### config.mk
export PLATFORM = sky130hd
export DESIGN_NAME = fetch_pc_ctrl_flat
export DESIGN_NICKNAME = d
export VERILOG_FILES = /design/src/rtl/fetch_pc_ctrl_if.sv /design/src/rtl/fetch_pc_ctrl.sv /design/src/flat_wrapper.sv
export SDC_FILE = /design/constraint.sdc
export NUM_CORES = 1
export LEC_CHECK = 0
export CAP_MARGIN = 40
export CORE_UTILIZATION = 45
export DETAILED_ROUTE_END_ITERATION = 6
export PLACE_DENSITY = 0.78
export SKIP_LAST_GASP = 1
export SLEW_MARGIN = 20
export SYNTH_ARGS = -nofsm -noshare
export SYNTH_HDL_FRONTEND = slang
export SYNTH_SLANG_ARGS = --single-unit
### constraint.sdc
create_clock -name Clk -period 3.5 [get_ports Clk]
set_input_delay 0.35 -clock Clk [delete_from_list [all_inputs] [get_ports Clk]]
set_output_delay 0.35 -clock Clk [all_outputs]
set_load 0.05 [all_outputs]
### src/rtl/fetch_pc_ctrl_if.sv
// Fetch PC control bundle: pipeline-side redirect requests and PC outputs.
// The PC_RAS_EN macro adds the return-address-stack signals.
interface fetch_pc_ctrl_if #(
  parameter int PC_WIDTH = 32
);
  logic                F_Enable;
  logic                D_Br_Taken;
  logic [PC_WIDTH-1:0] D_Br_Target;
  logic                D_Jump;
  logic [PC_WIDTH-1:0] D_Jump_Target;
  logic                M_Exc_Req;
  logic                M_Eret_Req;
  logic [PC_WIDTH-1:0] M_Epc;
  logic [PC_WIDTH-1:0] F_PC;
  logic [PC_WIDTH-1:0] F_PC_Plus;
  logic                F_Redirected;
  logic                F_Misaligned;
  logic                F_Pending;
`ifdef PC_RAS_EN
  logic                D_Call;
  logic                D_Ret;
  logic [PC_WIDTH-1:0] F_Ras_Top;
  logic                F_Ras_Empty;
`endif

  modport master (
`ifdef PC_RAS_EN
    output D_Call,
    output D_Ret,
    input  F_Ras_Top,
    input  F_Ras_Empty,
`endif
    output F_Enable,
    output D_Br_Taken,
    output D_Br_Target,
    output D_Jump,
    output D_Jump_Target,
    output M_Exc_Req,
    output M_Eret_Req,
    output M_Epc,
    input  F_PC,
    input  F_PC_Plus,
    input  F_Redirected,
    input  F_Misaligned,
    input  F_Pending
  );

  modport slave (
`ifdef PC_RAS_EN
    input  D_Call,
    input  D_Ret,
    output F_Ras_Top,
    output F_Ras_Empty,
`endif
    input  F_Enable,
    input  D_Br_Taken,
    input  D_Br_Target,
    input  D_Jump,
    input  D_Jump_Target,
    input  M_Exc_Req,
    input  M_Eret_Req,
    input  M_Epc,
    output F_PC,
    output F_PC_Plus,
    output F_Redirected,
    output F_Misaligned,
    output F_Pending
  );
endinterface

### src/rtl/fetch_pc_ctrl.sv
// Fetch-stage PC with next-PC arbitration and stall-time redirect buffer.
// Optional return-address stack enabled by defining PC_RAS_EN.
module fetch_pc_ctrl #(
  parameter int                  PC_WIDTH    = 32,
  parameter logic [PC_WIDTH-1:0] RESET_PC    = 32'h0000_3000,
  parameter logic [PC_WIDTH-1:0] EXC_VECTOR  = 32'h0000_4180,
  parameter int                  INSTR_BYTES = 4,
  parameter int                  RAS_DEPTH   = 4
) (
  input logic          Clk,
  input logic          Reset,
  fetch_pc_ctrl_if.slave bus
);

  localparam logic [0:0] S_RUN  = 1'b0;
  localparam logic [0:0] S_HOLD = 1'b1;

  localparam logic [PC_WIDTH-1:0] INC =
    PC_WIDTH'(INSTR_BYTES);

  logic [0:0]          state_q, state_d;
  logic [PC_WIDTH-1:0] pc_q, pc_d;
  logic [PC_WIDTH-1:0] pend_q, pend_d;
  logic                redir_q, redir_d;
  logic                new_redir;
  logic [PC_WIDTH-1:0] new_tgt;

  // Exceptions are handled separately: they bypass the stall entirely.
  always_comb begin
    new_redir = bus.M_Eret_Req | bus.D_Br_Taken | bus.D_Jump;
    if (bus.M_Eret_Req)
      new_tgt = bus.M_Epc;
    else if (bus.D_Br_Taken)
      new_tgt = bus.D_Br_Target;
    else
      new_tgt = bus.D_Jump_Target;
  end

  always_comb begin
    pc_d    = pc_q;
    pend_d  = pend_q;
    state_d = state_q;
    redir_d = 1'b0;
    if (bus.M_Exc_Req) begin
      pc_d    = EXC_VECTOR;
      state_d = S_RUN;
      redir_d = 1'b1;
    end else if (bus.F_Enable) begin
      state_d = S_RUN;
      if (new_redir) begin
        pc_d    = new_tgt;
        redir_d = 1'b1;
      end else if (state_q == S_HOLD) begin
        pc_d    = pend_q;
        redir_d = 1'b1;
      end else begin
        pc_d = pc_q + INC;
      end
    end else if (new_redir) begin
      // Younger redirect wins while stalled, regardless of source.
      pend_d  = new_tgt;
      state_d = S_HOLD;
    end
  end

  always_ff @(posedge Clk or posedge Reset) begin
    if (Reset) begin
      state_q <= S_RUN;
      pc_q    <= RESET_PC;
      pend_q  <= '0;
      redir_q <= 1'b0;
    end else begin
      state_q <= state_d;
      pc_q    <= pc_d;
      pend_q  <= pend_d;
      redir_q <= redir_d;
    end
  end

  assign bus.F_PC         = pc_q;
  assign bus.F_PC_Plus    = pc_q + INC;
  assign bus.F_Redirected = redir_q;
  assign bus.F_Misaligned = |pc_q[1:0];
  assign bus.F_Pending    = (state_q == S_HOLD);

`ifdef PC_RAS_EN
  localparam int PW = (RAS_DEPTH > 1) ?
    $clog2(RAS_DEPTH) : 1;
  localparam int CW = $clog2(RAS_DEPTH + 1);
  localparam logic [PW-1:0] PMAX =
    PW'(RAS_DEPTH - 1);
  localparam logic [CW-1:0] CMAX =
    CW'(RAS_DEPTH);

  logic [PC_WIDTH-1:0] ras_q [RAS_DEPTH];
  logic [PW-1:0]       ptr_q, ptr_d;
  logic [PW-1:0]       ptr_nxt, ptr_prv;
  logic [CW-1:0]       cnt_q, cnt_d;
  logic                wr_en;
  logic [PW-1:0]       wr_idx;
  logic [PC_WIDTH-1:0] push_val;

  assign ptr_nxt  = (ptr_q == PMAX) ?
    '0 : ptr_q + PW'(1);
  assign ptr_prv  = (ptr_q == '0) ?
    PMAX : ptr_q - PW'(1);
  // Return lands past the delay slot.
  assign push_val = pc_q + INC + INC;

  always_comb begin
    ptr_d  = ptr_q;
    cnt_d  = cnt_q;
    wr_en  = 1'b0;
    wr_idx = ptr_q;
    if (bus.F_Enable) begin
      if (bus.D_Call && bus.D_Ret &&
          cnt_q != '0) begin
        wr_en = 1'b1;
      end else if (bus.D_Call) begin
        wr_en  = 1'b1;
        wr_idx = ptr_nxt;
        ptr_d  = ptr_nxt;
        if (cnt_q != CMAX)
          cnt_d = cnt_q + CW'(1);
      end else if (bus.D_Ret &&
                   cnt_q != '0) begin
        ptr_d = ptr_prv;
        cnt_d = cnt_q - CW'(1);
      end
    end
  end

  always_ff @(posedge Clk or posedge Reset) begin
    if (Reset) begin
      ptr_q <= '0;
      cnt_q <= '0;
    end else begin
      ptr_q <= ptr_d;
      cnt_q <= cnt_d;
    end
  end

  always_ff @(posedge Clk) begin
    if (wr_en)
      ras_q[wr_idx] <= push_val;
  end

  assign bus.F_Ras_Empty = (cnt_q == '0);
  assign bus.F_Ras_Top   = (cnt_q == '0) ?
    '0 : ras_q[ptr_q];
`endif

endmodule

### src/flat_wrapper.sv
// flat-port wrapper written by rule: the top's interface ports become plain ports
module fetch_pc_ctrl_flat 
#(
  parameter int                  PC_WIDTH    = 32,
  parameter logic [PC_WIDTH-1:0] RESET_PC    = 32'h0000_3000,
  parameter logic [PC_WIDTH-1:0] EXC_VECTOR  = 32'h0000_4180,
  parameter int                  INSTR_BYTES = 4,
  parameter int                  RAS_DEPTH   = 4
)
  (Clk, Reset, bus_F_Enable, bus_D_Br_Taken, bus_D_Br_Target, bus_D_Jump, bus_D_Jump_Target, bus_M_Exc_Req, bus_M_Eret_Req, bus_M_Epc, bus_F_PC, bus_F_PC_Plus, bus_F_Redirected, bus_F_Misaligned, bus_F_Pending);
  fetch_pc_ctrl_if #(.PC_WIDTH(PC_WIDTH)) bus_i ();
  input logic Clk;
  input logic Reset;
  input wire logic [$bits(bus_i.F_Enable)-1:0] bus_F_Enable;
  input wire logic [$bits(bus_i.D_Br_Taken)-1:0] bus_D_Br_Taken;
  input wire logic [$bits(bus_i.D_Br_Target)-1:0] bus_D_Br_Target;
  input wire logic [$bits(bus_i.D_Jump)-1:0] bus_D_Jump;
  input wire logic [$bits(bus_i.D_Jump_Target)-1:0] bus_D_Jump_Target;
  input wire logic [$bits(bus_i.M_Exc_Req)-1:0] bus_M_Exc_Req;
  input wire logic [$bits(bus_i.M_Eret_Req)-1:0] bus_M_Eret_Req;
  input wire logic [$bits(bus_i.M_Epc)-1:0] bus_M_Epc;
  output wire logic [$bits(bus_i.F_PC)-1:0] bus_F_PC;
  output wire logic [$bits(bus_i.F_PC_Plus)-1:0] bus_F_PC_Plus;
  output wire logic [$bits(bus_i.F_Redirected)-1:0] bus_F_Redirected;
  output wire logic [$bits(bus_i.F_Misaligned)-1:0] bus_F_Misaligned;
  output wire logic [$bits(bus_i.F_Pending)-1:0] bus_F_Pending;
  assign bus_i.F_Enable = bus_F_Enable;
  assign bus_i.D_Br_Taken = bus_D_Br_Taken;
  assign bus_i.D_Br_Target = bus_D_Br_Target;
  assign bus_i.D_Jump = bus_D_Jump;
  assign bus_i.D_Jump_Target = bus_D_Jump_Target;
  assign bus_i.M_Exc_Req = bus_M_Exc_Req;
  assign bus_i.M_Eret_Req = bus_M_Eret_Req;
  assign bus_i.M_Epc = bus_M_Epc;
  assign bus_F_PC = bus_i.F_PC;
  assign bus_F_PC_Plus = bus_i.F_PC_Plus;
  assign bus_F_Redirected = bus_i.F_Redirected;
  assign bus_F_Misaligned = bus_i.F_Misaligned;
  assign bus_F_Pending = bus_i.F_Pending;
  fetch_pc_ctrl #(.PC_WIDTH(PC_WIDTH), .RESET_PC(RESET_PC), .EXC_VECTOR(EXC_VECTOR), .INSTR_BYTES(INSTR_BYTES), .RAS_DEPTH(RAS_DEPTH)) u_core (.Clk(Clk), .Reset(Reset), .bus(bus_i));
endmodule
## Word-level counts from Yosys, hierarchy flattened

Cells that the tools add are included.

| cells by class | value |
|---|---|
| shift operators | 0 |
| multiply operators | 0 |
| div/mod/pow operators | 0 |
| equality and inequality tests | 0 |
| reduce and logical (&&, ||, !) cells | 4 |
| add/subtract/negate cells | 1 |
| $lt $le $gt $ge | 0 |
| multiplexer cells | 13 |
| bitwise gates (word level) | 4 |

Operator list:

| kind | count |
|---|---|
| 2-to-1 mux 32 bit | 6 |
| adder 32 x 3 -> 32 bit (second input constant) | 1 |
| 2-to-1 mux 1 bit | 7 |
| AND reduction 3 bit | 1 |
| nonzero test 3 bit | 1 |
| NOT 1 bit | 2 |
| OR 1 bit | 2 |
| nonzero test 2 bit | 1 |
| OR reduction 2 bit | 1 |

| storage, ports and cells | value |
|---|---|
| memory bits (writable) | 0 |
| memories kept | 0 |
| bits in registers | 66 |
| input port bits | 103 |
| logic and storage cells | 26 |
| ROM bits | 0 |
| latch bits | 0 |

## Longest topological paths before layout

| logic depth | value |
|---|---|
| depth in word-level cells | 5 |
| mapped depth | 7 |
| depth with buffers taken out | 6 |

## Least setup slack after synthesis

No wires, ideal clock.

| path | value |
|---|---|
| path kind | register -> output |
| start | register u_core.pc_q[11] (netlist: u_core.bus.F_PC[11]) |
| end | output port bus_F_PC_Plus[31] |
| required time | 3.150 ns |
| setup slack | 0.363 ns |
| arrival | 2.787 ns |
| buffers on the path | 1 |
| cell stages (with the launch flop) | 7 |
| path through | dfrtp_1 > nand4_2 > nor4_4 > and3_2 > buf_2 > nand3_1 > xnor2_1 |

| between the ends | value |
|---|---|
| cells in the longest elaborated chain, start to end | 1 |

RTL lines:

| item | RTL line | source |
|---|---|---|
| start: declaration | fetch_pc_ctrl.sv:22 | `logic [PC_WIDTH-1:0] pc_q, pc_d;` |
| start signal: assignment | fetch_pc_ctrl.sv:74 | `pc_q <= pc_d;` |
| adder 32 x 3 -> 32 bit | fetch_pc_ctrl.sv:81 | `assign bus.F_PC_Plus = pc_q + INC;` |
| end: declaration | flat_wrapper.sv:23 | `output wire logic [$bits(bus_i.F_PC_Plus)-1:0] bus_F_PC_Plus;` |

No other way between the ends.

## Worst setup path after layout

| path | value |
|---|---|
| start | register u_core.pc_q[13] (netlist: u_core.bus.F_PC[13]) |
| end | output port bus_F_PC_Plus[30] |

Same word-level chain as after synthesis.

==> results_dict.tcl <==
set metrics [dict create \
    track_usage 0.284 \
    overflow 0 \
    synth-seq-cells 66 \
    vdd_drop_max_v 0.000165 \
    final_nets 810 \
    rows 37 \
    rsz0062_at_grt "no" \
    setup_violations 0 \
    hold_viol 0 \
    coreArea_um2 10300 \
    cts_tree "done" \
    synth.area.top_cells "dfrtp_1 34%, mux2i_1 7.0%, nand2_1 5.1%, o21ai_0 5.1%, xnor2_1 3.9%" \
    clock_skew_ns 0.00991 \
    clkLatencyLatePin_ns 0.35 \
    clockRootBuffer "clkbuf_8" \
    crit_chain "nand4_2, nor4_4, buf_4, nand4_2, xnor2_1, clkdlybuf4s50_1" \
    nFillCells 875 \
    start_kind "register" \
    cpPeakStageDelay_ns 0.82 \
    fin_crit_ns 3.39 \
    htree_levels 3 \
    antenna_cells 0 \
    drive_gt1_frac 0.0873 \
    hp-class "input pin to async pin" \
    crit_type "register to primary output" \
    syn_area_um2 4740 \
    ant_nets 0 \
    numPortBuffers 169 \
    crit_family "buffers and inverters" \
    critPathArrivalTime_ns 3.04 \
    drc_errors 0 \
    synth_cells 560 \
    setup-tns-final_ns 0 \
    status "completed" \
    post_drt_wl_per_cell_um 18.1 \
    power_leakage_nw 2.77 \
    antenna_found_initial 0 \
    grt_max_degree 45 \
    viasPerCell 5.91 \
    fin_crit_sh 0.969 \
    die_y_um 105 \
    hpwlAfterDp_mm 11.5 \
    io-pin-count 170 \
    endpoint_kind "primary output" \
    dr.pass1.iters 5 \
    grt_pass1_wl_mm 24.7 \
    slew_headroom 0.601 \
    place_congestion 0.891 \
    clock-sinks 66 \
    clockBufferDepth 2 \
    grt_pass1_vias 4843 \
    slowest_stage "clkdlybuf4s50_1" \
    fmax_mhz 295 \
    clk_pin_slew_ns 0.08 \
    yosys.area.top_type_share 0.338 \
    cpMostUsedCell "nand4_2" \
    vias 5002 \
    area_growth_pct 41.3 \
    worstPathRequired_ns 3.15 \
    pre_cts_ws_ns 0.432 \
    async_flop_share 1.00 \
    totalWireLength_mm 15.3 \
    ctsHoldBuffers 0 \
    synth_flop_cell "dfrtp_1" \
    tightest_slew_ns 0.595 \
    drv_slew 0 \
    yosys_warnings 0 \
    avgSynthCellArea_um2 8.47 \
    numCtsBuffers 9 \
    cap_violations 0 \
    synthDistinctLibCells 66 \
    setup_ws_ns 0.107 \
    die_w_um 105 \
    syn_nets 664 \
    yosysSeqAreaShare 0.349 \
    synth_edf_count 0 \
    path_max_fanout 7 \
    dieArea_um2 11000 \
    initial_core_util 0.462 \
    p_per_area_nw_per_um2 364 \
    critPathBufInv 2 \
    synth_largest_area_cell "dfrtp_1" \
    drt_iter0_markers 292 \
]
[placed cells by master (no fill, tap or decap), drive strengths merged, types with 12 or more instances in the layout]
cell type	n
clkdlybuf4s50	164
nand2	65
dfrtp	64
o21ai	48
nor2	39
mux2i	33
a21oi	31
xnor2	21
nand3	19
and3	17
buf	17
nand4	16
clkbuf	13
o31ai	12
inv	12
nor3	12
[synth_stat cells (all sizes together) (6+ instances only)]
library cell	number
nor3	12
and3	17
and4	6
o31ai	12
nor2	39
a21oi	31
a31oi	9
o21a	6
xnor2	21
nand4	16
nand2	65
mux2i	33
o21ai	48
dfrtp	64
mux2	11
xor2	7
nand3	19
clkbuf	36
a211oi	8
inv	12
buf	13
[path summary, 6_finish.rpt]
check | cells past startpoint | endpoint | slack, ns | start
worst max-delay path | 6 | bus_F_PC_Plus[30] | 0.11 | u_core.bus.F_PC[13]$_DFFE_PP1N_
worst min-delay path | 2 | u_core.bus.F_PC[26]$_DFFE_PP0N_ | 0.35 | Reset
worst max register to register | 6 | u_core.bus.F_PC[30]$_DFFE_PP0N_ | 1.17 | u_core.bus.F_PC[13]$_DFFE_PP1N_
worst min register to register | 2 | u_core.pend_q[4]$_DFFE_PP0P_ | 0.48 | u_core.pend_q[4]$_DFFE_PP0P_
max in group asynchronous | 4 | u_core.pend_q[17]$_DFFE_PP0P_ | 2.37 | Reset
min in group Clk | 2 | u_core.pend_q[4]$_DFFE_PP0P_ | 0.48 | u_core.pend_q[4]$_DFFE_PP0P_
[per-layer routing]
metal  up-vias  routed length, um  global-route usage
li1       2353                  -                   -
met1      2345               6750               0.396
met2       262               6960               0.440
met3        42               1150              0.0324
met4         0                461               0.133
met5         -                  0                   0
[metrics by stage]
step / power (W) / utilization / area [um^2] / std cells / hold slack [ns]
floorplan: 0.00143 / - / 4740 / 560 / 0.441
global placement: 0.00175 / 0.630 / 6470 / 830 / 0.455
detailed placement: 0.00177 / 0.632 / 6490 / 831 / 0.466
CTS: 0.00244 / 0.652 / 6700 / 846 / 0.375
global route: 0.00254 / 0.652 / 6700 / 846 / 0.413
finish: 0.00244 / 0.652 / 6700 / 846 / 0.353
[power by group]
part	internal [W]	switching (W)
Sequential	0.000855	0.0000886
Clock	0.000383	0.000296
Combinational	0.000341	0.000475
[timing repair]
action / 4_1_cts / 5_1_grt
resized for setup: 0 / 3
endpoints found under the setup margin: 0 / 3
buffers inserted: 0 / 0
[area by class of cell]
cell class              count  area [um^2]  area share
multi-input cells         432         2800       0.418
repair buffers            184         1830       0.272
flip-flops and latches     66         1650       0.247
well taps                 136          170      0.0254
clock buffers              13          169      0.0252
inverters                  13         48.8     0.00728
clock inverters             2         35.0     0.00523
[registers in the layout (all words and copies together), names as in the netlist]
register / flops
u_core.bus.F_PC: 32
u_core.bus.F_Pending: 1
u_core.bus.F_Redirected: 1
u_core.pend_q: 32
[cells by family (layout without fill, tap and decap cells)]
| logic type | Yosys count | count (layout) | share of synthesized area |
|---|---|---|---|
| compound gates | 155 | 155 | 0.213 |
| fa+ha+maj | 1 | 1 | 0.00264 |
| mux | 44 | 44 | 0.0957 |
| xor+xnor | 28 | 28 | 0.0517 |
| flops | 66 | 66 | 0.349 |
| simple gates | 204 | 204 | 0.225 |
| buf+inv | 62 | 212 | 0.0625 |
Note: power is estimated with default switching activity, not from simulation.
